[src/rtl/aurora_frame_rx.sv]
// Aurora RX frame decoder: splits the word stream into credit frames and data frames.
// Optional trailing per-frame XOR checksum is enabled by defining RX_CKSUM_EN.
module aurora_frame_rx #(
  parameter int LEN_W  = 16,
  parameter int SLOT_W = 18
) (
  input  logic              user_clk,
  input  logic              rst_in,
  input  logic              channel_rdy,
  input  logic [31:0]       rx_data,
  input  logic              rx_data_src_rdy,
  input  logic              fifo_full_i,
  output logic [31:0]       fifo_wr_dat_o,
  output logic              fifo_wr_o,
  output logic [SLOT_W-1:0] partner_empty_slots,
  output logic              partner_empty_slots_valid,
  output logic              frame_done_o,
  output logic              err_o,
  output logic [7:0]        err_cnt_o
);

`ifdef RX_CKSUM_EN
  typedef enum logic [1:0] {ST_HDR = 2'd0, ST_DATA = 2'd1, ST_CKSUM = 2'd2} state_t;
  logic [31:0] xor_acc;
`else
  typedef enum logic [1:0] {ST_HDR = 2'd0, ST_DATA = 2'd1} state_t;
`endif

  localparam logic [3:0] TYPE_CREDIT = 4'hC;
  localparam logic [3:0] TYPE_DATA   = 4'hD;

  state_t           state;
  logic [LEN_W-1:0] remain;
  logic             accept;
  logic             err_event;
  logic [3:0]       hdr_type;
  logic [LEN_W-1:0] hdr_len;

  assign accept   = channel_rdy & rx_data_src_rdy;
  assign hdr_type = rx_data[31:28];
  assign hdr_len  = rx_data[LEN_W-1:0];

  // At most one error per accepted word; an abort cycle never counts.
  always_comb begin
    err_event = 1'b0;
    if (accept) begin
      case (state)
        ST_HDR: begin
          if (hdr_type == TYPE_DATA)
            err_event = (hdr_len == '0);
          else if (hdr_type != TYPE_CREDIT)
            err_event = 1'b1;
        end
        ST_DATA: err_event = fifo_full_i;
`ifdef RX_CKSUM_EN
        ST_CKSUM: err_event = (rx_data != xor_acc);
`endif
        default: err_event = 1'b0;
      endcase
    end
  end

  always_ff @(posedge user_clk or posedge rst_in) begin
    if (rst_in) begin
      state                     <= ST_HDR;
      remain                    <= '0;
      fifo_wr_o                 <= 1'b0;
      fifo_wr_dat_o             <= '0;
      partner_empty_slots       <= '0;
      partner_empty_slots_valid <= 1'b0;
      frame_done_o              <= 1'b0;
      err_o                     <= 1'b0;
      err_cnt_o                 <= '0;
`ifdef RX_CKSUM_EN
      xor_acc                   <= '0;
`endif
    end else begin
      fifo_wr_o    <= 1'b0;
      frame_done_o <= 1'b0;

      if (err_event) begin
        err_o <= 1'b1;
        if (err_cnt_o != 8'hFF)
          err_cnt_o <= err_cnt_o + 8'd1;
      end

      if (!channel_rdy) begin
        state                     <= ST_HDR;
        remain                    <= '0;
        partner_empty_slots_valid <= 1'b0;
`ifdef RX_CKSUM_EN
        xor_acc                   <= '0;
`endif
      end else if (rx_data_src_rdy) begin
        case (state)
          ST_HDR: begin
            if (hdr_type == TYPE_CREDIT) begin
              partner_empty_slots       <= rx_data[SLOT_W-1:0];
              partner_empty_slots_valid <= 1'b1;
            end else if (hdr_type == TYPE_DATA && hdr_len != '0) begin
              remain <= hdr_len;
              state  <= ST_DATA;
`ifdef RX_CKSUM_EN
              xor_acc <= '0;
`endif
            end
          end
          ST_DATA: begin
            // Dropped words still consume a count so framing stays aligned.
            if (!fifo_full_i) begin
              fifo_wr_o     <= 1'b1;
              fifo_wr_dat_o <= rx_data;
            end
            remain <= remain - LEN_W'(1);
`ifdef RX_CKSUM_EN
            xor_acc <= xor_acc ^ rx_data;
            if (remain == LEN_W'(1))
              state <= ST_CKSUM;
`else
            if (remain == LEN_W'(1)) begin
              state        <= ST_HDR;
              frame_done_o <= 1'b1;
            end
`endif
          end
`ifdef RX_CKSUM_EN
          ST_CKSUM: begin
            state        <= ST_HDR;
            frame_done_o <= 1'b1;
            xor_acc      <= '0;
          end
`endif
          default: state <= ST_HDR;
        endcase
      end
    end
  end

endmodule

[config.mk]
export PLATFORM = sky130hd
export DESIGN_NAME = aurora_frame_rx
export DESIGN_NICKNAME = d
export VERILOG_FILES = /design/src/rtl/aurora_frame_rx.sv
export SDC_FILE = /design/constraint.sdc
export NUM_CORES = 1
export LEC_CHECK = 0
export ABC_CLOCK_PERIOD_IN_PS = 7100
export CAP_MARGIN = 5
export CORE_ASPECT_RATIO = 0.75
export CORE_MARGIN = 2
export CORE_UTILIZATION = 52
export DETAILED_ROUTE_END_ITERATION = 7
export MAX_ROUTING_LAYER = met4
export PLACE_DENSITY = 0.85
export SYNTH_ARGS = -nofsm -noshare
export SYNTH_HDL_FRONTEND = slang
export SYNTH_SLANG_ARGS = --single-unit
[constraint.sdc]
create_clock -name user_clk -period 7.1 [get_ports user_clk]
set_clock_uncertainty 0.05 [all_clocks]
set_input_delay 1.065 -clock user_clk [delete_from_list [all_inputs] [get_ports user_clk]]
set_output_delay 1.065 -clock user_clk [all_outputs]
set_load 0.02 [all_outputs]
==> key figures, run 1 <==
Drt
  • DR pass1 iterations: 6
  • Drc violations: 0
  • Post-DRT Antenna Nets: 0
  • DRT Wirelength: 9.61 mm
  • Via density: 5.86
  • Drt initial violations: 439
  • Wirelength per Cell: 17.0 um
  • Via Count: 3314

Layout
  • Layout Utilization: 71.8%
  • Finished Layout Cells: 566
  • Area of the multi-input gates: 1560 um^2
  • Number of fill cells: 504
  • Layout Area Growth over Synthesis: 34.0%
  • Antenna Cells: 0
  • Layout cells sized above 1: 8.92%
  • Final #Nets: 517
  • Most frequent cells in the layout: nand2_1 (118), clkdlybuf4s50_1 (98), dfrtp_1 (79), nor2_1 (23), mux2_2 (20)
  • Most common cell after layout, fill and taps aside: nand2_1
  • Reg area: 1980 um^2

Timing
  • Period utilisation layout: 50.0%
  • Final setup violation count: 0
  • Fmax: 282 MHz
  • RSZ-0062 raised after global routing: false
  • Worst-Margin Slew: 1000 ps
  • Final hold violations: 0
  • Count of pins over their slew limit: 0
  • Post-layout min period: 3550 ps
  • Setup TNS: 0 ps
  • Slew Limit Headroom: 33.2%
  • Final worst slack: 3550 ps

Floorplan
  • Die width: 101 um
  • Die area: 7700 um^2
  • FP Rows: 26
  • Core footprint: 6800 um^2
  • Initial Util: 53.6%
  • I/O pins: 99
  • Die height: 76.5 um

Synth
  • Yosys reg bits: 79
  • Synth Area in Simple Gates: 23.8%
  • Mapped cell area: 3640 um^2
  • Synth Instances: 383
  • EDFF count, synth: 0
  • Syn nets: 423
  • Ys flop type: dfrtp_1
  • Post-synthesis sequential area ratio: 54.3%
  • Yosys warns: 0
  • Post-Synth XOR/XNOR Area: 2.40%
  • Mux contribution to synthesized area: 7.01%
  • Synth Area in Adders: 1.03%
  • Synth async-reset ratio: 100%
  • Compound-Gate Fraction of Synth Area: 8.69%
  • Post-Syn Area per Cell: 9.51 um^2
  • Post-synth cell types: 47
  • Main combinational cell family by area after synthesis: simple AND/OR/NAND/NOR gates

Placement
  • Cells after DPL: 550
  • Placer Congestion: 0.905
  • Setup WS pre-CTS: 3220 ps
  • Port Buffers: 98
  • Dpl hpwl: 6.84 mm

Pwr
  • Total power: 1.27 mW
  • Pwr per Cell Area: 260 nW/um^2
  • VDD IR max: 0.142 mV
  • Leak pwr: 2.29 nW

Flow run
  • MaxCap Viol Count: 0

Critical path
  • CP Capture Type: flip-flop
  • Type of origin of the critical path: primary input
  • Worst Path Required: 7340 ps
  • Cells on worst reg2reg path: 6
  • FF-to-FF End: fifo_wr_dat_o[29]
  • Reg2reg start: state[0]
  • Arrival @ worst endpoint: 3790 ps
  • Crit Path Class: primary input to flip-flop
  • Crit Path Max Fanout: 33
  • Flop-to-flop setup slack: 4140 ps

GRT
  • Pin count of the biggest net entering global routing: 80
  • Aggregate global-route resource usage: 26.6%
  • First-pass GRT wire length: 15.5 mm
  • Total gr overflow: 0
  • Via count of the first global-routing pass: 3112
  • Initial antenna violation count: 0

Clocking
  • Setup bufs post-CTS: 0
  • CTS tree: built
  • CTS resizes: 0
  • CTS root buffer: clkbuf_8
  • TritonCTS Buffers: 9
  • CTS Buffer Depth: 2
  • Worst-path clk slew: 90 ps
  • Clk_lat worst skew: 360 ps
  • Clock sink total: 79
  • Post-CTS Hold Fix Bufs: 0
  • H-tree Lvls: 3

Run status
  • Status: complete, no violations

Hold path
  • Hold Startpoint: fifo_wr_dat_o[27]
  • Hold Crit Endpoint: fifo_wr_dat_o[27]
  • Tightest Hold Check Type: flip-flop to flip-flop
  • Hold Crit Depth: 2
## synth_stat cells (all sizes together), types with 2 or more instances
cell type  count  share of area (%)
or3            3               0.52
or4            3               0.72
o21ai         10                1.4
ha             3                1.0
a21oi         16                2.2
nor2          23                2.4
buf            4               0.45
nand3         11                1.5
mux2          20                6.2
nand3b         2               0.41
and2           3               0.52
nor4b          3               0.72
xnor2          5                1.2
nor3           8                1.1
nor4           8                1.9
inv           10                1.0
mux2i          3               0.82
o31a           2               0.48
o221ai         2               0.48
a221oi         4               0.96
clkbuf        13                1.3
a31oi          2               0.34
xor2           5                1.2
nand2        118                 12
a211oi         3               0.62
and3           5               0.86
dfrtp         79                 54
## routing by layer
layer	track usage (%)	part of all wire [%]
met5	-	0
met4	6.03	1.7
met3	7.52	10
met2	38.9	46
met1	37.1	42
## final cells by class
type,instances,share of cell area [%]
multi-input combinational,277,32.0
inverter,10,0.769
timing repair buffer,100,20.4
clock inverter,7,1.59
clock buffer,9,2.54
sequential,79,40.5
tap,84,2.15
## state kept, by name (all words and copies together), names as in the netlist
register and cells:
remain 16, state 1, fifo_wr_dat_o 32, err_o 1
partner_empty_slots_valid 1, partner_empty_slots 18, err_cnt_o 8, frame_done_o 1
fifo_wr_o 1
## critical path, stage by stage
cell and delay (ps):
clkdlybuf4s50_1 760, inv_1 330, or3_1 430, buf_4 240
inv_1 730, nand2_1 130, nand2_1 100
## worst max-delay path by stage
stage | startpoint | end | slack (ps) | depth (start not counted)
final | channel_rdy | fifo_wr_dat_o[29] | 3550 | 7
after floorplan | rst_in | err_cnt_o[0] | 3960 | 1
after global placement | channel_rdy | fifo_wr_dat_o[18] | 3250 | 7
after global routing | channel_rdy | fifo_wr_dat_o[16] | 3310 | 7
after detailed placement | channel_rdy | fifo_wr_dat_o[29] | 3220 | 7
after CTS | channel_rdy | fifo_wr_dat_o[14] | 3580 | 7
## kinds of logic (layout without fill, tap and decap cells)
kind of cell               after synthesis  after routing
adders and majority gates                3              3
and+or+nand+nor                        192            192
DFF                                     79             79
AOI/OAI and AO/OA                       49             49
buffers and inverters                   27            126
muxes                                   23             23
xor gates and xnor gates                10             10
## through the flow
step	cell area (um^2)	hold WS, ps
final	4880	436
after global routing	4880	465
after CTS	4880	434
after detailed placement	4680	413
after global placement	4680	409
after floorplan	3640	418
## where the power goes
group	switching (mW)	leakage, nW	internal [mW]
Combinational	0.183	1.14	0.177
Sequential	0.0516	1.04	0.513
Clock	0.178	0.106	0.167
Total	0.413	2.29	0.858
Note: power is estimated with default switching activity, not from simulation.
==> inputs of run 2 (changes only) <==
==> config.mk (replaced) <==
export PLATFORM = sky130hd
export DESIGN_NAME = aurora_frame_rx
export DESIGN_NICKNAME = d
export VERILOG_FILES = /design/src/rtl/aurora_frame_rx.sv
export SDC_FILE = /design/constraint.sdc
export NUM_CORES = 1
export LEC_CHECK = 0
export ABC_CLOCK_PERIOD_IN_PS = 2900
export CAP_MARGIN = 5
export CORE_ASPECT_RATIO = 0.75
export CORE_MARGIN = 2
export CORE_UTILIZATION = 44
export DETAILED_ROUTE_END_ITERATION = 7
export MAX_ROUTING_LAYER = met4
export PLACE_DENSITY = 0.77
export SYNTH_ARGS = -nofsm -noshare
export SYNTH_HDL_FRONTEND = slang
export SYNTH_SLANG_ARGS = --single-unit
==> constraint.sdc (replaced) <==
create_clock -name user_clk -period 2.9 [get_ports user_clk]
set_clock_uncertainty 0.05 [all_clocks]
set_input_delay 0.435 -clock user_clk [delete_from_list [all_inputs] [get_ports user_clk]]
set_output_delay 0.435 -clock user_clk [all_outputs]
set_load 0.02 [all_outputs]
==> run 2 against run 1 <==
Cell count up 6.9%. Die area up 17%. Final area up 3.2%. Combinational power up 150%. Routed wire length up 3.3%. Clock power up 140%. Highest routed layer unchanged. Global-route usage down 2.7 points. Largest cell class unchanged.
==> key figures, run 2 (synthesized netlist as in run 1, its figures left out) <==
Layout
  • Final #Nets: 535
  • Biggest regs: fifo_wr_dat_o: 32 flops, partner_empty_slots: 18 flops, remain: 16 flops
  • Antenna Cells: 0
  • Number of fill cells: 682
  • Reg with most FFs: fifo_wr_dat_o
  • Design area: 5040 um^2
  • Max FFs per register: 32
  • Layout Area Growth over Synthesis: 38.3%
  • Layout cells sized above 1: 12.0%
  • Most frequent cells in the layout: nand2_1 (118), clkdlybuf4s50_1 (98), dfrtp_1 (79), nor2_1 (23)
  • Most common cell after layout, fill and taps aside: nand2_1

GRT
  • Total gr overflow: 0
  • Met2 Track Usage GR: 37.2%
  • First-pass GRT wire length: 15.9 mm
  • Pin count of the biggest net entering global routing: 34
  • Routing usage on met3: 5.39%
  • Via count of the first global-routing pass: 3160
  • Aggregate global-route resource usage: 23.9%
  • Busiest grt layer: met2
  • Met1 Resource Use GR: 32.0%
  • Initial antenna violation count: 0

Clocking
  • Post-CTS Hold Fix Bufs: 0
  • CTS resizes: 0
  • TritonCTS Buffers: 9
  • CTS tree: built
  • CTS Buffer Depth: 2
  • H-tree Lvls: 3
  • Clk_lat worst skew: 360 ps
  • Setup bufs post-CTS: 0
  • Clock sink total: 79
  • CTS root buffer: clkbuf_8
  • Worst-path clk slew: 90 ps

Placement
  • Setup WS pre-CTS: 235 ps
  • Area of placed instances: 4840 um^2
  • Dpl hpwl: 7.22 mm
  • Port Buffers: 98
  • Placer Congestion: 0.965

Critical path
  • Crit Path Max Fanout: 7
  • Type of origin of the critical path: primary input
  • Crit Path Class: primary input to flip-flop
  • CP Capture Type: flip-flop
  • Arrival @ worst endpoint: 2540 ps
  • Flop-to-flop setup slack: 650 ps
  • Worst Path Required: 3100 ps

Timing
  • Final worst slack: 557 ps
  • Fmax: 427 MHz
  • Post-layout min period: 2340 ps
  • Setup TNS: 0 ps
  • Count of pins over their slew limit: 0
  • Worst-Margin Slew: 792 ps
  • RSZ-0062 raised after global routing: false
  • Period utilisation layout: 80.8%
  • Final hold violations: 0
  • Slew Limit Headroom: 46.8%
  • Final setup violation count: 0

Pwr
  • Leak pwr: 2.37 nW
  • Sw Share: 32.3%
  • Total power: 3.11 mW
  • Cell Int Power: 2.10 mW
  • Clock power share: 26.8%
  • Share of power burned in registers: 44.4%
  • VDD IR max: 0.362 mV
  • Reported net switching power: 1.00 mW
  • Combinational Power Share: 28.7%
  • Pwr per Cell Area: 616 nW/um^2

Drt
  • Post-DRT Antenna Nets: 0
  • Via Count: 3247
  • Drc violations: 0
  • DRT Wirelength: 9.93 mm
  • Drt initial violations: 234
  • Wirelength per Cell: 16.4 um
  • Via density: 5.37
  • DR pass1 iterations: 4

Floorplan
  • FP Rows: 28
  • Die area: 9030 um^2
  • I/O pins: 99
  • Initial Util: 45.8%
  • Core footprint: 7950 um^2
  • Die height: 82.8 um
  • Die width: 109 um

Run status
  • Status: complete, no violations

Flow run
  • MaxCap Viol Count: 0

Hold path
  • Tightest Hold Check Type: primary input to async pin
run 2: cell count changes in the layout (fill, tap and decap cells not counted), sizes merged:
cell      previous run  this run
buf                  2        20
clkbuf               9        10
clkinv               2         4
clkinvlp             0         1
inv                 14        10
run 2: metrics by stage:
stage,std cells,utilization (%),hold WS (ps)
after floorplan,383,-,418
after global placement,589,60.9,408
after detailed placement,589,60.9,415
after CTS,605,63.3,336
after global routing,605,63.3,346
final,605,63.3,332
run 2: cell type report:
class / instances / area, um^2 / share of cell area [%]
clock buffers: 10 / 128 / 2.53
clock inverters: 6 / 68.8 / 1.37
inverters: 10 / 38.8 / 0.770
multi-input cells: 277 / 1560 / 31.0
flip-flops and latches: 79 / 1980 / 39.2
well taps: 105 / 131 / 2.61
repair buffers: 118 / 1130 / 22.5
run 2: final timing paths:
path | start | endpoint | cells after the start
setup / recovery | rx_data[15] | remain[3] | 7
hold / removal | rst_in | fifo_wr_dat_o[3] | 2
setup reg to reg | remain[6] | remain[15] | 6
hold reg to reg | fifo_wr_dat_o[20] | fifo_wr_dat_o[20] | 2
max in group asynchronous | rst_in | fifo_wr_dat_o[18] | 3
min in group user_clk | fifo_wr_dat_o[20] | fifo_wr_dat_o[20] | 2
run 2: per-layer routing:
metal	vias to the layer above	share of wire (%)
met3	14	8.6
met1	1560	44
li1	1533	-
met2	140	46
met5	-	0
met4	0	1.3
run 2: worst max-delay path, cell delays in order:
cell and delay, ps:
clkdlybuf4s50_1 550, nor4_1 90, buf_4 140, and4_1 180, nor3_1 650, a21oi_1 160, a221oi_1 340
run 2: power by group through the flow:
stage,Sequential [mW],Clock [mW],Combinational [mW]
final,1.38,0.833,0.893
after CTS,1.38,0.849,0.901
after global routing,1.40,0.901,0.959
after detailed placement,1.40,0,0.897
after global placement,1.39,0,0.881
after floorplan,1.57,0,0.260
